==> config.mk <==
export PLATFORM = sky130hd
export DESIGN_NAME = k423_id_alu_issue_flat
export DESIGN_NICKNAME = d
export VERILOG_FILES = /design/src/rtl/k423_id_alu_issue_if.sv /design/src/rtl/k423_id_alu_issue.sv /design/src/flat_wrapper.sv
export SDC_FILE = /design/constraint.sdc
export NUM_CORES = 1
export LEC_CHECK = 0
export BUFFER_PORTS_ARGS = -buffer_cell sky130_fd_sc_hd__buf_2
export CAP_MARGIN = 20
export CELL_PAD_IN_SITES_DETAIL_PLACEMENT = 2
export CELL_PAD_IN_SITES_GLOBAL_PLACEMENT = 2
export CORE_MARGIN = 2
export CORE_UTILIZATION = 35
export DETAILED_ROUTE_END_ITERATION = 8
export PLACE_DENSITY = 0.91
export SYNTH_ARGS = -nofsm -noshare
export SYNTH_HDL_FRONTEND = slang
export SYNTH_SLANG_ARGS = --single-unit
==> constraint.sdc <==
create_clock -name clk_i -period 17.2 [get_ports clk_i]
set_input_delay 0.86 -clock clk_i [delete_from_list [all_inputs] [get_ports clk_i]]
set_output_delay 0.86 -clock clk_i [all_outputs]
set_load 0.01 [all_outputs]
==> src/rtl/k423_id_alu_issue_if.sv <==
`default_nettype none
// ============================================================================
//  Module   : k423_id_alu_issue_if
//  Purpose  : Bundles the signals of k423_id_alu_issue: upstream instruction
//             handshake, regfile read port and the EX-stage ALU bundle.
//  Modports : master - the issue stage (drives if_ready_o, rf_*_idx_o, ex/dec_*)
//             slave  - the surrounding pipeline (drives the *_i signals)
//  Revision : 1.0 - initial release
// ============================================================================
interface k423_id_alu_issue_if #(
  parameter int XLEN   = 32,
  parameter int INFO_W = 13
);
  logic              flush_i;
  logic              if_valid_i;
  logic              if_ready_o;
  logic [XLEN-1:0]   if_pc_i;
  logic [31:0]       if_inst_i;
  logic [4:0]        rf_rs1_idx_o;
  logic [4:0]        rf_rs2_idx_o;
  logic [XLEN-1:0]   rf_rs1_i;
  logic [XLEN-1:0]   rf_rs2_i;
  logic              ex_valid_o;
  logic              ex_ready_i;
  logic [XLEN-1:0]   pc_o;
  logic [1:0]        dec_grp_o;
  logic [INFO_W-1:0] dec_info_o;
  logic [4:0]        dec_rs1_idx_o;
  logic [4:0]        dec_rs2_idx_o;
  logic [4:0]        dec_rd_idx_o;
  logic              dec_rd_wen_o;
  logic [XLEN-1:0]   dec_rs1_o;
  logic [XLEN-1:0]   dec_rs2_o;
  logic [XLEN-1:0]   dec_imm_o;
  logic              dec_illegal_o;

  modport master (
    input  flush_i, if_valid_i, if_pc_i, if_inst_i, rf_rs1_i, rf_rs2_i, ex_ready_i,
    output if_ready_o, rf_rs1_idx_o, rf_rs2_idx_o, ex_valid_o, pc_o, dec_grp_o,
           dec_info_o, dec_rs1_idx_o, dec_rs2_idx_o, dec_rd_idx_o, dec_rd_wen_o,
           dec_rs1_o, dec_rs2_o, dec_imm_o, dec_illegal_o
  );

  modport slave (
    output flush_i, if_valid_i, if_pc_i, if_inst_i, rf_rs1_i, rf_rs2_i, ex_ready_i,
    input  if_ready_o, rf_rs1_idx_o, rf_rs2_idx_o, ex_valid_o, pc_o, dec_grp_o,
           dec_info_o, dec_rs1_idx_o, dec_rs2_idx_o, dec_rd_idx_o, dec_rd_wen_o,
           dec_rs1_o, dec_rs2_o, dec_imm_o, dec_illegal_o
  );
endinterface
`default_nettype wire

==> src/rtl/k423_id_alu_issue.sv <==
`default_nettype none
// ============================================================================
//  Module   : k423_id_alu_issue
//  Purpose  : ID-stage issue of the ALU bundle. Decodes RV32I OP / OP-IMM /
//             LUI / AUIPC into a one-hot info vector plus operands and
//             immediate, and registers it into a 2-entry skid buffer.
//  Ports    : clk_i  - clock
//             rst_i  - asynchronous active-high reset
//             bus    - k423_id_alu_issue_if.master (handshakes, regfile, bundle)
//  Revision : 1.0 - initial release
// ============================================================================
module k423_id_alu_issue #(
  parameter int XLEN   = 32,
  parameter int INFO_W = 13
) (
  input  logic                  clk_i,
  input  logic                  rst_i,
  k423_id_alu_issue_if.master   bus
);

  localparam logic [6:0] OPC_OP    = 7'b0110011;
  localparam logic [6:0] OPC_OPIMM = 7'b0010011;
  localparam logic [6:0] OPC_LUI   = 7'b0110111;
  localparam logic [6:0] OPC_AUIPC = 7'b0010111;
  localparam logic [6:0] F7_ALT    = 7'b0100000;

  localparam int BIT_ADD = 0, BIT_SUB = 1, BIT_SLT = 2, BIT_SLTU = 3, BIT_AND = 4,
                 BIT_OR = 5, BIT_XOR = 6, BIT_SLL = 7, BIT_SRL = 8, BIT_SRA = 9,
                 BIT_LUI = 10, BIT_AUIPC = 11;

  typedef struct packed {
    logic [XLEN-1:0]   pc;
    logic [1:0]        grp;
    logic [INFO_W-1:0] info;
    logic [4:0]        rs1_idx;
    logic [4:0]        rs2_idx;
    logic [4:0]        rd_idx;
    logic              rd_wen;
    logic [XLEN-1:0]   rs1;
    logic [XLEN-1:0]   rs2;
    logic [XLEN-1:0]   imm;
    logic              illegal;
  } bundle_t;

  typedef enum logic [1:0] {
    S_EMPTY = 2'd0,
    S_ONE   = 2'd1,
    S_TWO   = 2'd2
  } state_t;

  // ---------------------------------------------------------------- decode
  logic [6:0]        opcode;
  logic [2:0]        funct3;
  logic [6:0]        funct7;
  logic [4:0]        rs1_idx;
  logic [4:0]        rs2_idx;
  logic [4:0]        rd_idx;
  logic [INFO_W-2:0] f3_op;
  logic [INFO_W-2:0] op_vec;
  logic              rs2imm;
  logic              legal;
  logic [XLEN-1:0]   imm;
  bundle_t           new_entry;

  assign opcode  = bus.if_inst_i[6:0];
  assign rd_idx  = bus.if_inst_i[11:7];
  assign funct3  = bus.if_inst_i[14:12];
  assign rs1_idx = bus.if_inst_i[19:15];
  assign rs2_idx = bus.if_inst_i[24:20];
  assign funct7  = bus.if_inst_i[31:25];

  // Base funct3 -> operation mapping shared by OP and OP-IMM.
  always_comb begin
    f3_op = '0;
    case (funct3)
      3'b000:  f3_op[BIT_ADD]  = 1'b1;
      3'b001:  f3_op[BIT_SLL]  = 1'b1;
      3'b010:  f3_op[BIT_SLT]  = 1'b1;
      3'b011:  f3_op[BIT_SLTU] = 1'b1;
      3'b100:  f3_op[BIT_XOR]  = 1'b1;
      3'b101:  f3_op[BIT_SRL]  = 1'b1;
      3'b110:  f3_op[BIT_OR]   = 1'b1;
      default: f3_op[BIT_AND]  = 1'b1;
    endcase
  end

  always_comb begin
    op_vec = '0;
    rs2imm = 1'b0;
    imm    = '0;
    case (opcode)
      OPC_OP: begin
        if (funct7 == 7'b0)
          op_vec = f3_op;
        else if (funct7 == F7_ALT && funct3 == 3'b000)
          op_vec[BIT_SUB] = 1'b1;
        else if (funct7 == F7_ALT && funct3 == 3'b101)
          op_vec[BIT_SRA] = 1'b1;
      end
      OPC_OPIMM: begin
        rs2imm = 1'b1;
        imm    = XLEN'($signed(bus.if_inst_i[31:20]));
        // Only the shifts constrain funct7; there it selects SRL vs SRA.
        if (funct3 == 3'b001) begin
          if (funct7 == 7'b0) op_vec = f3_op;
        end else if (funct3 == 3'b101) begin
          if (funct7 == 7'b0)        op_vec = f3_op;
          else if (funct7 == F7_ALT) op_vec[BIT_SRA] = 1'b1;
        end else begin
          op_vec = f3_op;
        end
      end
      OPC_LUI: begin
        rs2imm          = 1'b1;
        op_vec[BIT_LUI] = 1'b1;
        imm             = XLEN'($signed({bus.if_inst_i[31:12], 12'b0}));
      end
      OPC_AUIPC: begin
        rs2imm            = 1'b1;
        op_vec[BIT_AUIPC] = 1'b1;
        imm               = XLEN'($signed({bus.if_inst_i[31:12], 12'b0}));
      end
      default: ;
    endcase
    legal = |op_vec;
  end

  always_comb begin
    new_entry         = '0;
    new_entry.pc      = bus.if_pc_i;
    new_entry.grp     = legal ? 2'b01 : 2'b00;
    new_entry.info    = legal ? {rs2imm, op_vec} : '0;
    new_entry.rs1_idx = rs1_idx;
    new_entry.rs2_idx = rs2_idx;
    new_entry.rd_idx  = rd_idx;
    new_entry.rd_wen  = legal && (rd_idx != 5'd0);
    new_entry.rs1     = (rs1_idx == 5'd0) ? '0 : bus.rf_rs1_i;
    new_entry.rs2     = (rs2_idx == 5'd0) ? '0 : bus.rf_rs2_i;
    new_entry.imm     = legal ? imm : '0;
    new_entry.illegal = ~legal;
  end

  // ----------------------------------------------------------- skid buffer
  state_t  state_q, state_d;
  bundle_t out_q, out_d;
  bundle_t skid_q, skid_d;
  logic    ex_valid_q, ex_valid_d;
  logic    if_ready_q, if_ready_d;
  logic    accept;

  assign accept = bus.if_valid_i & if_ready_q;

  always_comb begin
    state_d = state_q;
    out_d   = out_q;
    skid_d  = skid_q;
    if (bus.flush_i) begin
      // Flush wins over a same-cycle accept; stale data is left in place.
      state_d = S_EMPTY;
    end else begin
      case (state_q)
        S_EMPTY: begin
          if (accept) begin
            state_d = S_ONE;
            out_d   = new_entry;
          end
        end
        S_ONE: begin
          if (accept && bus.ex_ready_i) begin
            out_d = new_entry;
          end else if (accept) begin
            state_d = S_TWO;
            skid_d  = new_entry;
          end else if (bus.ex_ready_i) begin
            state_d = S_EMPTY;
          end
        end
        S_TWO: begin
          if (bus.ex_ready_i) begin
            state_d = S_ONE;
            out_d   = skid_q;
          end
        end
        default: state_d = S_EMPTY;
      endcase
    end
    // Handshake flags follow the next state so they come straight from flops.
    ex_valid_d = (state_d != S_EMPTY);
    if_ready_d = (state_d != S_TWO);
  end

  always_ff @(posedge clk_i or posedge rst_i) begin
    if (rst_i) begin
      state_q    <= S_EMPTY;
      out_q      <= '0;
      skid_q     <= '0;
      ex_valid_q <= 1'b0;
      if_ready_q <= 1'b1;
    end else begin
      state_q    <= state_d;
      out_q      <= out_d;
      skid_q     <= skid_d;
      ex_valid_q <= ex_valid_d;
      if_ready_q <= if_ready_d;
    end
  end

  // ---------------------------------------------------------------- outputs
  assign bus.rf_rs1_idx_o  = rs1_idx;
  assign bus.rf_rs2_idx_o  = rs2_idx;
  assign bus.if_ready_o    = if_ready_q;
  assign bus.ex_valid_o    = ex_valid_q;
  assign bus.pc_o          = out_q.pc;
  assign bus.dec_grp_o     = out_q.grp;
  assign bus.dec_info_o    = out_q.info;
  assign bus.dec_rs1_idx_o = out_q.rs1_idx;
  assign bus.dec_rs2_idx_o = out_q.rs2_idx;
  assign bus.dec_rd_idx_o  = out_q.rd_idx;
  assign bus.dec_rd_wen_o  = out_q.rd_wen;
  assign bus.dec_rs1_o     = out_q.rs1;
  assign bus.dec_rs2_o     = out_q.rs2;
  assign bus.dec_imm_o     = out_q.imm;
  assign bus.dec_illegal_o = out_q.illegal;

endmodule
`default_nettype wire

==> src/flat_wrapper.sv <==
// flat-port wrapper written by rule: the top's interface ports become plain ports
module k423_id_alu_issue_flat 
#(
  parameter int XLEN   = 32,
  parameter int INFO_W = 13
)
  (clk_i, rst_i, bus_flush_i, bus_if_valid_i, bus_if_pc_i, bus_if_inst_i, bus_rf_rs1_i, bus_rf_rs2_i, bus_ex_ready_i, bus_if_ready_o, bus_rf_rs1_idx_o, bus_rf_rs2_idx_o, bus_ex_valid_o, bus_pc_o, bus_dec_grp_o, bus_dec_info_o, bus_dec_rs1_idx_o, bus_dec_rs2_idx_o, bus_dec_rd_idx_o, bus_dec_rd_wen_o, bus_dec_rs1_o, bus_dec_rs2_o, bus_dec_imm_o, bus_dec_illegal_o);
  k423_id_alu_issue_if #(.XLEN(XLEN), .INFO_W(INFO_W)) bus_i ();
  input  logic clk_i;
  input  logic rst_i;
  input wire logic [$bits(bus_i.flush_i)-1:0] bus_flush_i;
  input wire logic [$bits(bus_i.if_valid_i)-1:0] bus_if_valid_i;
  input wire logic [$bits(bus_i.if_pc_i)-1:0] bus_if_pc_i;
  input wire logic [$bits(bus_i.if_inst_i)-1:0] bus_if_inst_i;
  input wire logic [$bits(bus_i.rf_rs1_i)-1:0] bus_rf_rs1_i;
  input wire logic [$bits(bus_i.rf_rs2_i)-1:0] bus_rf_rs2_i;
  input wire logic [$bits(bus_i.ex_ready_i)-1:0] bus_ex_ready_i;
  output wire logic [$bits(bus_i.if_ready_o)-1:0] bus_if_ready_o;
  output wire logic [$bits(bus_i.rf_rs1_idx_o)-1:0] bus_rf_rs1_idx_o;
  output wire logic [$bits(bus_i.rf_rs2_idx_o)-1:0] bus_rf_rs2_idx_o;
  output wire logic [$bits(bus_i.ex_valid_o)-1:0] bus_ex_valid_o;
  output wire logic [$bits(bus_i.pc_o)-1:0] bus_pc_o;
  output wire logic [$bits(bus_i.dec_grp_o)-1:0] bus_dec_grp_o;
  output wire logic [$bits(bus_i.dec_info_o)-1:0] bus_dec_info_o;
  output wire logic [$bits(bus_i.dec_rs1_idx_o)-1:0] bus_dec_rs1_idx_o;
  output wire logic [$bits(bus_i.dec_rs2_idx_o)-1:0] bus_dec_rs2_idx_o;
  output wire logic [$bits(bus_i.dec_rd_idx_o)-1:0] bus_dec_rd_idx_o;
  output wire logic [$bits(bus_i.dec_rd_wen_o)-1:0] bus_dec_rd_wen_o;
  output wire logic [$bits(bus_i.dec_rs1_o)-1:0] bus_dec_rs1_o;
  output wire logic [$bits(bus_i.dec_rs2_o)-1:0] bus_dec_rs2_o;
  output wire logic [$bits(bus_i.dec_imm_o)-1:0] bus_dec_imm_o;
  output wire logic [$bits(bus_i.dec_illegal_o)-1:0] bus_dec_illegal_o;
  assign bus_i.flush_i = bus_flush_i;
  assign bus_i.if_valid_i = bus_if_valid_i;
  assign bus_i.if_pc_i = bus_if_pc_i;
  assign bus_i.if_inst_i = bus_if_inst_i;
  assign bus_i.rf_rs1_i = bus_rf_rs1_i;
  assign bus_i.rf_rs2_i = bus_rf_rs2_i;
  assign bus_i.ex_ready_i = bus_ex_ready_i;
  assign bus_if_ready_o = bus_i.if_ready_o;
  assign bus_rf_rs1_idx_o = bus_i.rf_rs1_idx_o;
  assign bus_rf_rs2_idx_o = bus_i.rf_rs2_idx_o;
  assign bus_ex_valid_o = bus_i.ex_valid_o;
  assign bus_pc_o = bus_i.pc_o;
  assign bus_dec_grp_o = bus_i.dec_grp_o;
  assign bus_dec_info_o = bus_i.dec_info_o;
  assign bus_dec_rs1_idx_o = bus_i.dec_rs1_idx_o;
  assign bus_dec_rs2_idx_o = bus_i.dec_rs2_idx_o;
  assign bus_dec_rd_idx_o = bus_i.dec_rd_idx_o;
  assign bus_dec_rd_wen_o = bus_i.dec_rd_wen_o;
  assign bus_dec_rs1_o = bus_i.dec_rs1_o;
  assign bus_dec_rs2_o = bus_i.dec_rs2_o;
  assign bus_dec_imm_o = bus_i.dec_imm_o;
  assign bus_dec_illegal_o = bus_i.dec_illegal_o;
  k423_id_alu_issue #(.XLEN(XLEN), .INFO_W(INFO_W)) u_core (.clk_i(clk_i), .rst_i(rst_i), .bus(bus_i));
endmodule
==> flow_metrics.py <==
metrics = {
    "grt": {
        "grt_start_max_net_pins": 232,
        "grt_remaining_overflow": 0,
        "first_global_vias": 14500,
        "grt_antenna_before_repair": 9,
        "global_route_wire_length_before_repair_um": 85400,
        "global_route.usage.total_pct": 26.5,
    },
    "cts": {
        "cts-root-buf": "sky130_fd_sc_hd__clkbuf_16",
        "insertion_delay_ns": 0.57,
        "cts_tree": "yes",
        "cts_htree_levels": 2,
        "ctsLongestPathBuffers": 3,
        "count_of_instances_resized_after_the_clock_tree_is_built": 0,
        "cts_inserted_buffers": 38,
        "setup_fix_buffers_added_after_clock_tree_synthesis": 0,
        "cts_hold_repair.buffers": 0,
        "cts.clk_slew.worst_paths_ns": 0.06,
        "tritoncts_num_sinks": 322,
    },
    "synthesis": {
        "post_synth_inst_count": 1537,
        "ys_dominant_reg_cell": "sky130_fd_sc_hd__dfrtp_1",
        "postSynth.asyncResetShare_pct": 100,
        "yosys.area.top_type_share_pct": 57.9,
        "synth-seq-cells": 322,
        "ys.warnings.count": 0,
        "yosysUniqueCellTypes": 40,
        "synth_top_cell_by_area": "sky130_fd_sc_hd__dfrtp_1",
        "syn-mean-instance-area_sq_um": 9.03,
        "syn-num-nets": 1670,
        "post_synth_main_area_contributors": "sky130_fd_sc_hd__dfrtp_1 (58%), sky130_fd_sc_hd__nand2_1 (13%), sky130_fd_sc_hd__a31oi_1 (5.4%)",
        "synth-edff-count": 0,
        "synthesis.area_sq_um": 13900,
        "ys_seq_area_share_pct": 58.1,
    },
    "critical_path": {
        "crit_slowest_cell": "sky130_fd_sc_hd__buf_4",
        "worstSetupPathType": "register to register",
        "startpoint_type": "register",
        "critPathBufInv": 2,
        "timing.critical_path.depth": 7,
        "worst_path_required_ns": 17.65,
        "critical_path_peak_fanout": 231,
        "timing.reg2reg.setup_slack_ns": 13.63,
        "critical-path-max-stage-delay_ns": 0.85,
        "cp_cell_sequence": "nand2_1 -> or3b_1 -> a21oi_4 -> buf_12 -> buf_4 -> nor2_1 -> a21oi_1",
        "critical_path.top_delay_family": "buffers and inverters",
        "timing.critical_path.to_type": "register",
        "worst_ep_arrival_time_ns": 4.02,
        "rr_worst_depth": 7,
    },
    "floorplan": {
        "die-height_um": 203,
        "die-area_sq_um": 41300,
        "placement_rows": 72,
        "io_pins": 305,
        "initial_utilization_pct": 35.7,
        "die_width_um": 203,
        "core_area_sq_um": 38900,
    },
    "timing": {
        "hold_ws_ns": 0.468,
        "grt_setup_unrepaired": "false",
        "final_min_period_over_clock_period_pct": 20.8,
        "slew-limit-headroom_pct": 25.9,
        "period_needed_ns": 3.57,
        "report.final.hold_viol_count": 0,
        "max_slew.worst_pin.slew_ns": 1.11,
        "fmax_achieved_mhz": 280,
        "timing_max_transition_violations_final": 0,
        "finalSetupViolCount": 0,
        "fin_skew_ns": 0.0302,
        "finalSetupTns_ns": 0,
    },
    "layout": {
        "most_common_cell_after_layout_fill_and_taps_aside": "sky130_fd_sc_hd__nand2_1",
        "drive_above_1_share_pct": 22.2,
        "most-common-layout-cells": "sky130_fd_sc_hd__nand2_1 (464), sky130_fd_sc_hd__dfrtp_1 (321), sky130_fd_sc_hd__buf_2 (303)",
        "multi_input_area_sq_um": 5230,
        "fin_nets": 1895,
        "fillerInstances": 4299,
        "area.growth.synth_to_final_pct": 21.6,
        "layout.area.seq_sq_um": 8060,
    },
    "job": {
        "maxCapViolations": 0,
    },
    "power_and_ir_drop": {
        "power.ir.vdd_worst_uv": 76.9,
        "powerDensity_nw_per_um2": 131,
        "p_leak_uw": 0.00816,
    },
    "place": {
        "gp_congestion": 0.785,
        "dp_hpwl_um": 31600,
        "io_buffer_count": 303,
    },
    "status": {
        "outcome": "finished, final reports clean",
    },
    "detailed_routing": {
        "vias": 12900,
        "detailed_route_wire_length_um": 55400,
        "drc_violations": 0,
        "antenna_violating_nets_remaining": 0,
        "drt_pass_1_iters": 5,
        "detail_route.vias_per_cell": 5.58,
        "detail_route.wl_per_cell_um": 23.9,
        "iteration_0_drc_markers": 886,
    },
    "min_path": {
        "min-delay-path-class": "input pin to async pin",
    },
}
-- worst paths after layout --
| path | endpoint | from |
|---|---|---|
| min reg2reg | u_core.skid_q[78] | u_core.skid_q[78] |
| max | u_core.bus.dec_imm_o[2] | u_core.bus.if_ready_o |
| max in group asynchronous | u_core.skid_q[132] | rst_i |
| min | u_core.bus.dec_rs1_o[8] | rst_i |
| max reg2reg | u_core.bus.dec_imm_o[2] | u_core.bus.if_ready_o |
| min in group clk_i | u_core.skid_q[78] | u_core.skid_q[78] |
-- routing by layer --
| layer | track usage [%] | share of wire [%] | vias to the layer above |
|---|---|---|---|
| li1 | - | - | 5635 |
| met4 | 10.5 | 3.7 | 4 |
| met1 | 32.3 | 40 | 6725 |
| met2 | 45.5 | 50 | 413 |
| met5 | 0 | 0.036 | - |
| met3 | 6.18 | 6.2 | 130 |
-- final cells by class --
type / instances / share of cell area [%]
timing repair buffer: 320 / 9.89
clock inverter: 10 / 0.460
multi-input combinational: 1076 / 31.0
clock buffer: 58 / 6.86
sequential: 322 / 47.7
tap: 518 / 3.84
antenna: 7 / 0.104
inverter: 4 / 0.133
-- per-stage QoR --
step	cell area, sq um	instances	utilization (%)	power (uW)	setup WS [ns]
after global routing	16900	2315	43.4	2310	13.40
after detailed placement	15600	2239	40.1	1380	13.31
after floorplan	13900	1537	-	1190	7.43
after global placement	15600	2238	40.1	1340	13.53
after CTS	16900	2307	43.3	2230	13.76
final	16900	2315	43.4	2210	13.63
-- report_power, final --
group | total, uW | leakage, uW | switching (uW) | internal, uW
Combinational | 388 | 0.00362 | 247 | 140
Sequential | 1000 | 0.00393 | 99.3 | 904
Clock | 815 | 0.000607 | 348 | 466
Total | 2210 | 0.00816 | 695 | 1510
-- sequential cells by signal, summed over array words and instances, names as in the netlist, 2 cells and up --
name,count
u_core.bus.dec_rs2_o,32
u_core.bus.pc_o,32
u_core.bus.dec_rs1_o,32
u_core.bus.dec_info_o,13
u_core.bus.dec_rs2_idx_o,5
u_core.bus.dec_rs1_idx_o,5
u_core.bus.dec_rd_idx_o,5
u_core.skid_q,159
u_core.bus.dec_imm_o,32
u_core.state_q,2
-- kinds of logic after synthesis --
family / share of synthesized area (%)
buf+inv: 4.62
compound gates: 13.0
flops: 58.1
simple gates: 24.0
xor+xnor: 0.0631
other cells: 0.0270
mux: 0.234
-- Yosys cell counts (all sizes together) (2+ instances only) --
master	count
a31oi	120
o21a	4
a22oi	27
o21ai	10
o311ai	2
nor3b	2
nand3b	3
nor3	5
nand3	136
or3	3
a21o	19
nand2b	6
dfrtp	321
nor4	6
inv	4
nor2	168
a211o	2
a21oi	39
and3	2
clkbuf	62
nand2	466
buf	73
a22o	32
nor2b	3
mux2	2
or4	2
a32oi	8
(Power assumes the default switching activity.)
